`config.mk`:
```
export PLATFORM = sky130hd
export DESIGN_NAME = rab_ax_buffer
export DESIGN_NICKNAME = d
export VERILOG_FILES = /design/src/rtl/rab_pkg.sv /design/src/rtl/rab_ax_fifo.sv /design/src/rtl/rab_ax_buffer.sv
export SDC_FILE = /design/constraint.sdc
export NUM_CORES = 1
export LEC_CHECK = 0
export ABC_CLOCK_PERIOD_IN_PS = 7000
export CAP_MARGIN = 20
export CORE_MARGIN = 2
export CORE_UTILIZATION = 49
export DETAILED_ROUTE_END_ITERATION = 7
export DONT_BUFFER_PORTS = 1
export GPL_TIMING_DRIVEN = 0
export PLACE_DENSITY = 0.61
export SLEW_MARGIN = 20
export SYNTH_ARGS = -nofsm -noshare
export SYNTH_HDL_FRONTEND = slang
export SYNTH_SLANG_ARGS = --single-unit
export TNS_END_PERCENT = 50
```
`constraint.sdc`:
```
create_clock -name s_axi_aclk -period 7 [get_ports s_axi_aclk]
set_input_delay 1.4 -clock s_axi_aclk [delete_from_list [all_inputs] [get_ports s_axi_aclk]]
set_output_delay 1.4 -clock s_axi_aclk [all_outputs]
set_load 0.02 [all_outputs]
```
`src/rtl/rab_pkg.sv`:
```
// Shared types for the RAB address-channel buffers: FSM state encoding and the
// request record held in the per-port input FIFO.
package rab_pkg;

    localparam int RAB_ADDR_W   = 32;
    localparam int RAB_LEN_W    = 8;
    localparam int RAB_SIZE_W   = 3;
    localparam int RAB_CNT_W    = 16;
    // ID field is sized for the widest supported C_AXI_ID_WIDTH; narrower ports use the low bits
    localparam int RAB_MAX_ID_W = 16;

    typedef enum logic [1:0] {
        IDLE   = 2'd0,
        LOOKUP = 2'd1,
        FWD    = 2'd2,
        DROP   = 2'd3
    } rab_state_e;

    typedef struct packed {
        logic [RAB_ADDR_W-1:0]   addr;
        logic [RAB_MAX_ID_W-1:0] id;
        logic [RAB_LEN_W-1:0]    len;
        logic [RAB_SIZE_W-1:0]   size;
    } rab_req_t;

endpackage

```
`src/rtl/rab_ax_fifo.sv`:
```
// Small synchronous FIFO of request records; the head entry is visible
// combinationally so the lookup side can present it without an extra cycle.
module rab_ax_fifo
    import rab_pkg::*;
#(
    parameter int FIFO_DEPTH = 2
) (
    input  logic     clk,
    input  logic     rst,
    input  logic     push,
    input  rab_req_t push_data,
    input  logic     pop,
    output rab_req_t head,
    output logic     full,
    output logic     empty
);

    localparam int PTR_W = $clog2(FIFO_DEPTH);
    localparam logic [PTR_W:0] PTR_ONE = (PTR_W + 1)'(1);

    rab_req_t         mem [FIFO_DEPTH];
    logic [PTR_W:0]   wr_ptr;
    logic [PTR_W:0]   rd_ptr;
    logic             do_push;
    logic             do_pop;

    assign do_pop  = pop & ~empty;
    // A pop in the same cycle frees a slot, so a push into a full FIFO is still accepted
    assign do_push = push & (~full | do_pop);

    always_ff @(posedge clk) begin
        if (rst) begin
            wr_ptr <= '0;
            rd_ptr <= '0;
        end else begin
            if (do_push) wr_ptr <= wr_ptr + PTR_ONE;
            if (do_pop)  rd_ptr <= rd_ptr + PTR_ONE;
        end
    end

    always_ff @(posedge clk) begin
        if (do_push) mem[wr_ptr[PTR_W-1:0]] <= push_data;
    end

    assign head  = mem[rd_ptr[PTR_W-1:0]];
    assign empty = (wr_ptr == rd_ptr);
    assign full  = (wr_ptr[PTR_W] != rd_ptr[PTR_W]) &&
                   (wr_ptr[PTR_W-1:0] == rd_ptr[PTR_W-1:0]);

endmodule

```
`src/rtl/rab_ax_buffer.sv`:
```
// One lookup side of the RAB core: buffers AR/AW beats, presents the head for
// translation, then forwards accepted requests or hands dropped ones to the error responder.
module rab_ax_buffer
    import rab_pkg::*;
#(
    parameter int   C_AXI_ID_WIDTH = 8,
    parameter int   FIFO_DEPTH     = 2,
    parameter logic IS_WRITE       = 1'b0
) (
    input  logic                      s_axi_aclk,
    input  logic                      s_axi_areset,

    input  logic [31:0]               s_ax_addr,
    input  logic [C_AXI_ID_WIDTH-1:0] s_ax_id,
    input  logic [7:0]                s_ax_len,
    input  logic [2:0]                s_ax_size,
    input  logic                      s_ax_valid,
    output logic                      s_ax_ready,

    output logic [31:0]               rab_addr,
    output logic [C_AXI_ID_WIDTH-1:0] rab_id,
    output logic [7:0]                rab_len,
    output logic [2:0]                rab_size,
    output logic                      rab_type,
    output logic                      rab_addr_valid,
    input  logic                      rab_accept,
    input  logic                      rab_drop,
    input  logic [31:0]               rab_out_addr,
    output logic                      rab_sent,

    output logic [31:0]               m_ax_addr,
    output logic [C_AXI_ID_WIDTH-1:0] m_ax_id,
    output logic [7:0]                m_ax_len,
    output logic [2:0]                m_ax_size,
    output logic                      m_ax_valid,
    input  logic                      m_ax_ready,

    output logic                      drop_valid,
    input  logic                      drop_ready,
    output logic [C_AXI_ID_WIDTH-1:0] drop_id,
    output logic [7:0]                drop_len,
    output logic [15:0]               drop_cnt
);

    function automatic logic [RAB_CNT_W-1:0] sat_inc(input logic [RAB_CNT_W-1:0] v);
        return (&v) ? v : v + RAB_CNT_W'(1);
    endfunction

    rab_state_e state_q;
    rab_state_e state_d;
    rab_req_t   req_in;
    rab_req_t   head;
    logic       fifo_full;
    logic       fifo_empty;
    logic       fifo_push;
    logic       fifo_pop;
    logic       is_lookup;
    logic       take_accept;
    logic       take_drop;
    logic       unused_head_id;

    always_comb begin
        req_in = '0;
        req_in.addr = s_ax_addr;
        req_in.id[C_AXI_ID_WIDTH-1:0] = s_ax_id;
        req_in.len = s_ax_len;
        req_in.size = s_ax_size;
    end

    // Ready is held low during reset so no beat is taken while pointers clear
    assign s_ax_ready = ~fifo_full & ~s_axi_areset;
    assign fifo_push  = s_ax_valid & s_ax_ready;

    assign is_lookup   = (state_q == LOOKUP);
    assign take_drop   = is_lookup & rab_drop;
    assign take_accept = is_lookup & rab_accept & ~rab_drop;
    assign fifo_pop    = take_accept | take_drop;

    rab_ax_fifo #(
        .FIFO_DEPTH (FIFO_DEPTH)
    ) u_fifo (
        .clk       (s_axi_aclk),
        .rst       (s_axi_areset),
        .push      (fifo_push),
        .push_data (req_in),
        .pop       (fifo_pop),
        .head      (head),
        .full      (fifo_full),
        .empty     (fifo_empty)
    );

    always_ff @(posedge s_axi_aclk) begin
        if (s_axi_areset) state_q <= IDLE;
        else              state_q <= state_d;
    end

    always_comb begin
        state_d  = state_q;
        rab_sent = 1'b0;
        unique case (state_q)
            IDLE:   if (!fifo_empty) state_d = LOOKUP;
            LOOKUP: begin
                if (rab_drop)        state_d = DROP;
                else if (rab_accept) state_d = FWD;
            end
            FWD: begin
                if (m_ax_ready) begin
                    rab_sent = 1'b1;
                    state_d  = fifo_empty ? IDLE : LOOKUP;
                end
            end
            DROP:   if (drop_ready) state_d = fifo_empty ? IDLE : LOOKUP;
            default: state_d = IDLE;
        endcase
    end

    // Head fields are masked outside LOOKUP so the core never sees stale or unwritten entries
    assign rab_addr_valid = is_lookup;
    assign rab_addr       = is_lookup ? head.addr : '0;
    assign rab_id         = is_lookup ? head.id[C_AXI_ID_WIDTH-1:0] : '0;
    assign rab_len        = is_lookup ? head.len : '0;
    assign rab_size       = is_lookup ? head.size : '0;
    assign rab_type       = IS_WRITE;
    assign unused_head_id = ^head.id;

    assign m_ax_valid = (state_q == FWD);
    assign drop_valid = (state_q == DROP);

    always_ff @(posedge s_axi_aclk) begin
        if (s_axi_areset) begin
            m_ax_addr <= '0;
            m_ax_id   <= '0;
            m_ax_len  <= '0;
            m_ax_size <= '0;
            drop_id   <= '0;
            drop_len  <= '0;
            drop_cnt  <= '0;
        end else begin
            if (take_accept) begin
                m_ax_addr <= rab_out_addr;
                m_ax_id   <= head.id[C_AXI_ID_WIDTH-1:0];
                m_ax_len  <= head.len;
                m_ax_size <= head.size;
            end
            if (take_drop) begin
                drop_id  <= head.id[C_AXI_ID_WIDTH-1:0];
                drop_len <= head.len;
                drop_cnt <= sat_inc(drop_cnt);
            end
        end
    end

endmodule

```
# Yosys cells after proc, flatten, opt, wreduce, memory -nomap -nowiden
# Memory sizes are Yosys's and may differ from the RTL's. A register that Yosys moved wholly into a read port is not among the register bits.
# Index checks and enable logic that the tools add are counted.
[op_classes]
n_addsub = 3
n_eq_ne = 10
muxes = 17
bitwise_logic = 14
reduce_logical = 5
[ops]
columns = ["op", "n"]
rows = [
  ["$mux 32", 1],
  ["$add 16x1->16 const B", 1],
  ["$mux 8", 2],
  ["$reduce_and 16->1", 1],
  ["$mux 2", 5],
  ["$pmux 2 s4", 1],
  ["$and 1x1->1", 7],
  ["$mux 1", 7],
  ["$not 1->1", 5],
  ["$add 2x1->2 const B", 2],
  ["$eq 2x2->1 const B", 2],
  ["$ne 2x1->1 const B", 2],
  ["$reduce_and 4->1", 1],
  ["$mux 3", 1],
  ["$ne 3x3->1 const B", 1],
  ["$eq 2x1->1 const B", 1],
  ["$eq 2x2->1", 1],
  ["$logic_not 2->1", 1],
  ["$ne 2x2->1 const B", 1],
  ["$or 1x1->1", 2],
  ["$reduce_and 2->1", 1],
  ["$eq 1x1->1", 1],
  ["$logic_and 1x1->1", 1],
  ["$ne 1x1->1", 1],
]
[word_totals]
regBits = 89
mem_bits_rw = 102
inputBits = 90
output_inout_bits = 140
wordCells = 60
n_memories = 1
[memory_table]
columns = ["name", "words", "word_bits", "read_ports", "rd_clocked_by_memory_dff", "wr", "line", "text"]
rows = [
  ["u_fifo.mem", 2, 51, 1, 1, 1, "rab_ax_fifo.sv:21", "rab_req_t mem [FIFO_DEPTH];"],
]

# Longest topological paths before layout
[logic_depth]
word_depth = 9
ltp_mapped = 7
mapped_depth_nobuf = 6

# Hierarchy
# A second synthesis with hierarchy kept.
[unflattened]
hier_cells = 687
hier_area_um2 = 8205.4
[modules_own_cells]
columns = ["mod", "instances", "cells_each", "area_per_inst_um2", "seq_area_each_um2"]
rows = [
  ["rab_ax_fifo", 1, 219, 4545.6, 3643.5],
  ["rab_ax_buffer", 1, 468, 3659.8, 1701.6],
]

# Worst setup path after synthesis
# No wires, ideal clock.
[synth_timing]
kind = "in2reg"
startpoint = "input s_axi_areset"
endpoint = "memory u_fifo.mem[1][0] (netlist name) (enable)"
arrival_ps = 4880
required_ps = 6493
path_slack_ps = 1613
cell_stages = 2
path_buffers = 1
cell_sequence = "clkbuf_1 -> a2111oi_2"
[synth_between]
elab_chain_len = 6
[synth_lines]
columns = ["element", "line", "text"]
rows = [
  ["start: declaration", "rab_ax_buffer.sv:11", "input logic s_axi_areset,"],
  ["$not 1->1", "rab_ax_buffer.sv:71", "assign s_ax_ready = ~fifo_full & ~s_axi_areset;"],
  ["$and 1x1->1", "rab_ax_buffer.sv:71", ""],
  ["$and 1x1->1", "rab_ax_buffer.sv:72", "assign fifo_push = s_ax_valid & s_ax_ready;"],
  ["$and 1x1->1", "rab_ax_fifo.sv:29", "assign do_push = push & (~full | do_pop);"],
  ["$mux 1", "rab_ax_fifo.sv:42", "if (do_push) mem[wr_ptr[PTR_W-1:0]] <= push_data;"],
  ["$mux 1 (not written as such)", "rab_ax_fifo.sv:42", ""],
  ["end: declaration", "rab_ax_fifo.sv:21", ""],
]
# Every way passes these cells.

# Worst setup path in the final report
[layout_timing]
startpoint = "input s_axi_areset"
endpoint = "output s_ax_ready"
[layout_between]
elab_chain_len = 2
[layout_lines]
columns = ["element", "line", "text"]
rows = [
  ["$not 1->1", "rab_ax_buffer.sv:71", ""],
  ["$and 1x1->1", "rab_ax_buffer.sv:71", ""],
  ["end: declaration", "rab_ax_buffer.sv:18", "output logic s_ax_ready,"],
]
# Every way passes these cells.

==> impl_metrics.tcl <==
set metrics [dict create \
    multiInputGateArea_um2 2250 \
    num-nets-final 736 \
    hold_depth 2 \
    drc 0 \
    ant_nets 0 \
    fill_cells 1254 \
    gp_routability_congestion 0.781 \
    ys_warn_count 0 \
    cts_buffers 17 \
    rows 44 \
    area_growth_pct 12.5 \
    grt_remaining_overflow 0 \
    cts-resized-gates 0 \
    syn_nets 711 \
    post_cts_buffers 0 \
    seqCellArea_um2 4860 \
    yosysSeqAreaShare_pct 66.5 \
    skew_ps 14.0 \
    ys.flop_type "edfxtp_1" \
    final_area_um2 8230 \
    min_period_ps 3880 \
    worstMarginPinSlew_ps 749 \
    cp-start-kind "input pin" \
    io_pins 230 \
    synth_edf_count 102 \
    synth_top_area_share_pct 41.9 \
    grt_usage_pct 21.0 \
    fmax_mhz 258 \
    cp.arrival_ps 2480 \
    htreeDepth 4 \
    numClockSinks 192 \
    rr_worst_depth 5 \
    diodes 0 \
    dp.cells 810 \
    synth_cell_type_count 47 \
    core_um2 14500 \
    yosysMostFrequentCell "edfxtp_1" \
    clk_pin_slew_ps 60 \
    slew_headroom_pct 50.1 \
    syn_inst 620 \
    drv_cap 0 \
    routed_via_density 5.59 \
    final-max-slew-violation-count 0 \
    first_pass_iters 4 \
    grt_pass1_vias 4719 \
    endpoint_kind "output pin" \
    start_util_pct 50.3 \
    wire_per_inst_um 19.8 \
    grt_pass1_wl_mm 25.5 \
    p_per_area_nw_per_um2 310 \
    ys_ff_latch 192 \
    outcome "finished clean" \
    clock_path_buffers 2 \
    portBuffers 0 \
    place_hpwl_mm 12.4 \
    grt_max_degree 52 \
    required_ps 5600 \
    root_buffer "clkbuf_16" \
    dieArea_um2 15900 \
    async_flop_share_pct 0 \
    synth_area_leaders "edfxtp_1, dfxtp_1, mux2i_1" \
    antenna_found_initial 0 \
    clkLatencyLatePin_ps 430 \
    drt_iter0_markers 174 \
    finalHoldViolations 0 \
    p_leak_uw 0.00262 \
    netlist_top_cells_count "edfxtp_1, nor2_1, dfxtp_1" \
    dpl-instance-area_um2 7630 \
    crit_path_max_fanout 10 \
    whs_ps 555 \
    drive_gt1_share_pct 7.45 \
    setup-violations-final 0 \
    final_cells 842 \
    synth_top_cell_by_area "edfxtp_1" \
    rsz0062_at_grt "no" \
    route.vias.total 4709 \
    cts_tree "done" \
    min_period_over_period_pct 55.4 \
    wl_mm 16.7 \
    avgSynthCellArea_um2 11.8 \
    mappedNetlistArea_um2 7310 \
    peakVddDrop_v 0.000158 \
    dieHeight_um 126 \
    fp.dieW_um 126 \
    critPathKind "input pin to output pin" \
    power_uw 2550 \
    min_path_type "register to register" \
    cts_hold_buf 0 \
]
[report_power, final]
part / switching, µW / internal (µW) / leakage, µW
combinational: 202 / 71.7 / 0.000651
clock: 399 / 570 / 0.000301
sequential: 65.9 / 1240 / 0.00167
total: 667 / 1880 / 0.00262
[registers in the layout, indices dropped and copies added, names as in the netlist, 3 cells and up, named ones only]
register / flops
drop_id: 8
drop_cnt: 16
m_ax_addr: 32
m_ax_id: 8
m_ax_size: 3
drop_len: 8
u_fifo.mem: 102
m_ax_len: 8
[path summary, 6_finish.rpt]
path / to / start / slack [ps]
worst max-delay path: s_ax_ready / s_axi_areset / 3120
worst min-delay path: u_fifo.rd_ptr[1]$_SDFFE_PP0P_ / u_fifo.rd_ptr[1]$_SDFFE_PP0P_ / 560
worst min register to register: u_fifo.rd_ptr[1]$_SDFFE_PP0P_ / u_fifo.rd_ptr[1]$_SDFFE_PP0P_ / 560
worst max register to register: drop_cnt[0]$_SDFFE_PP0P_ / drop_cnt[0]$_SDFFE_PP0P_ / 4770
[critical path, cell delays in order]
cell      delay, ps
clkbuf_1        220
clkbuf_8        260
clkbuf_8        170
a21oi_1         420
[stage by stage]
stage	utilization, %	TNS [ps]	setup WS (ps)
after floorplan	-	0	1610
after global placement	51.9	-10440	-206
after detailed placement	52.5	0	3100
after CTS	56.6	0	3100
after global routing	56.6	0	2990
final	56.6	0	3120
[cells by family (layout without fill, tap and decap cells)]
| group | Yosys count | count (layout) | share of synthesized area, % |
|---|---|---|---|
| AOI/OAI and AO/OA | 100 | 100 | 8.78 |
| other | 1 | 1 | 0.0513 |
| xor gates and xnor gates | 7 | 7 | 0.838 |
| buffers and inverters | 48 | 86 | 2.93 |
| and+or+nand+nor | 214 | 214 | 12.9 |
| muxes | 57 | 57 | 7.87 |
| adders and majority gates | 1 | 1 | 0.171 |
| DFF | 192 | 192 | 66.5 |
[layout by cell type, fill, tap and decap left out, types with 6 or more instances in the layout]
cell / count
or3_1: 6
a21oi_1: 43
clkbuf_16: 18
o31ai_1: 6
a211oi_1: 38
clkbuf_1: 32
nand2_1: 72
mux2i_1: 53
inv_1: 8
buf_6: 7
nor2_1: 99
edfxtp_1: 102
dfxtp_1: 90
[layer usage]
layer	GRT usage, %	vias to the layer above	wire [µm]
li1	-	2258	-
met1	23.0	2220	6330
met2	36.0	209	8380
met3	8.96	22	1620
met4	8.40	0	331
met5	0	-	0
[cell type report]
| class | instances | share of cell area [%] |
|---|---|---|
| clock buffer | 21 | 5.61 |
| sequential | 192 | 59.1 |
| clock inverter | 11 | 1.70 |
| inverter | 8 | 0.365 |
| timing repair buffer | 6 | 0.821 |
| multi-input combinational | 380 | 27.4 |
| buffer | 40 | 2.24 |
| tap | 184 | 2.80 |
Power figures use the tool's default switching activity.
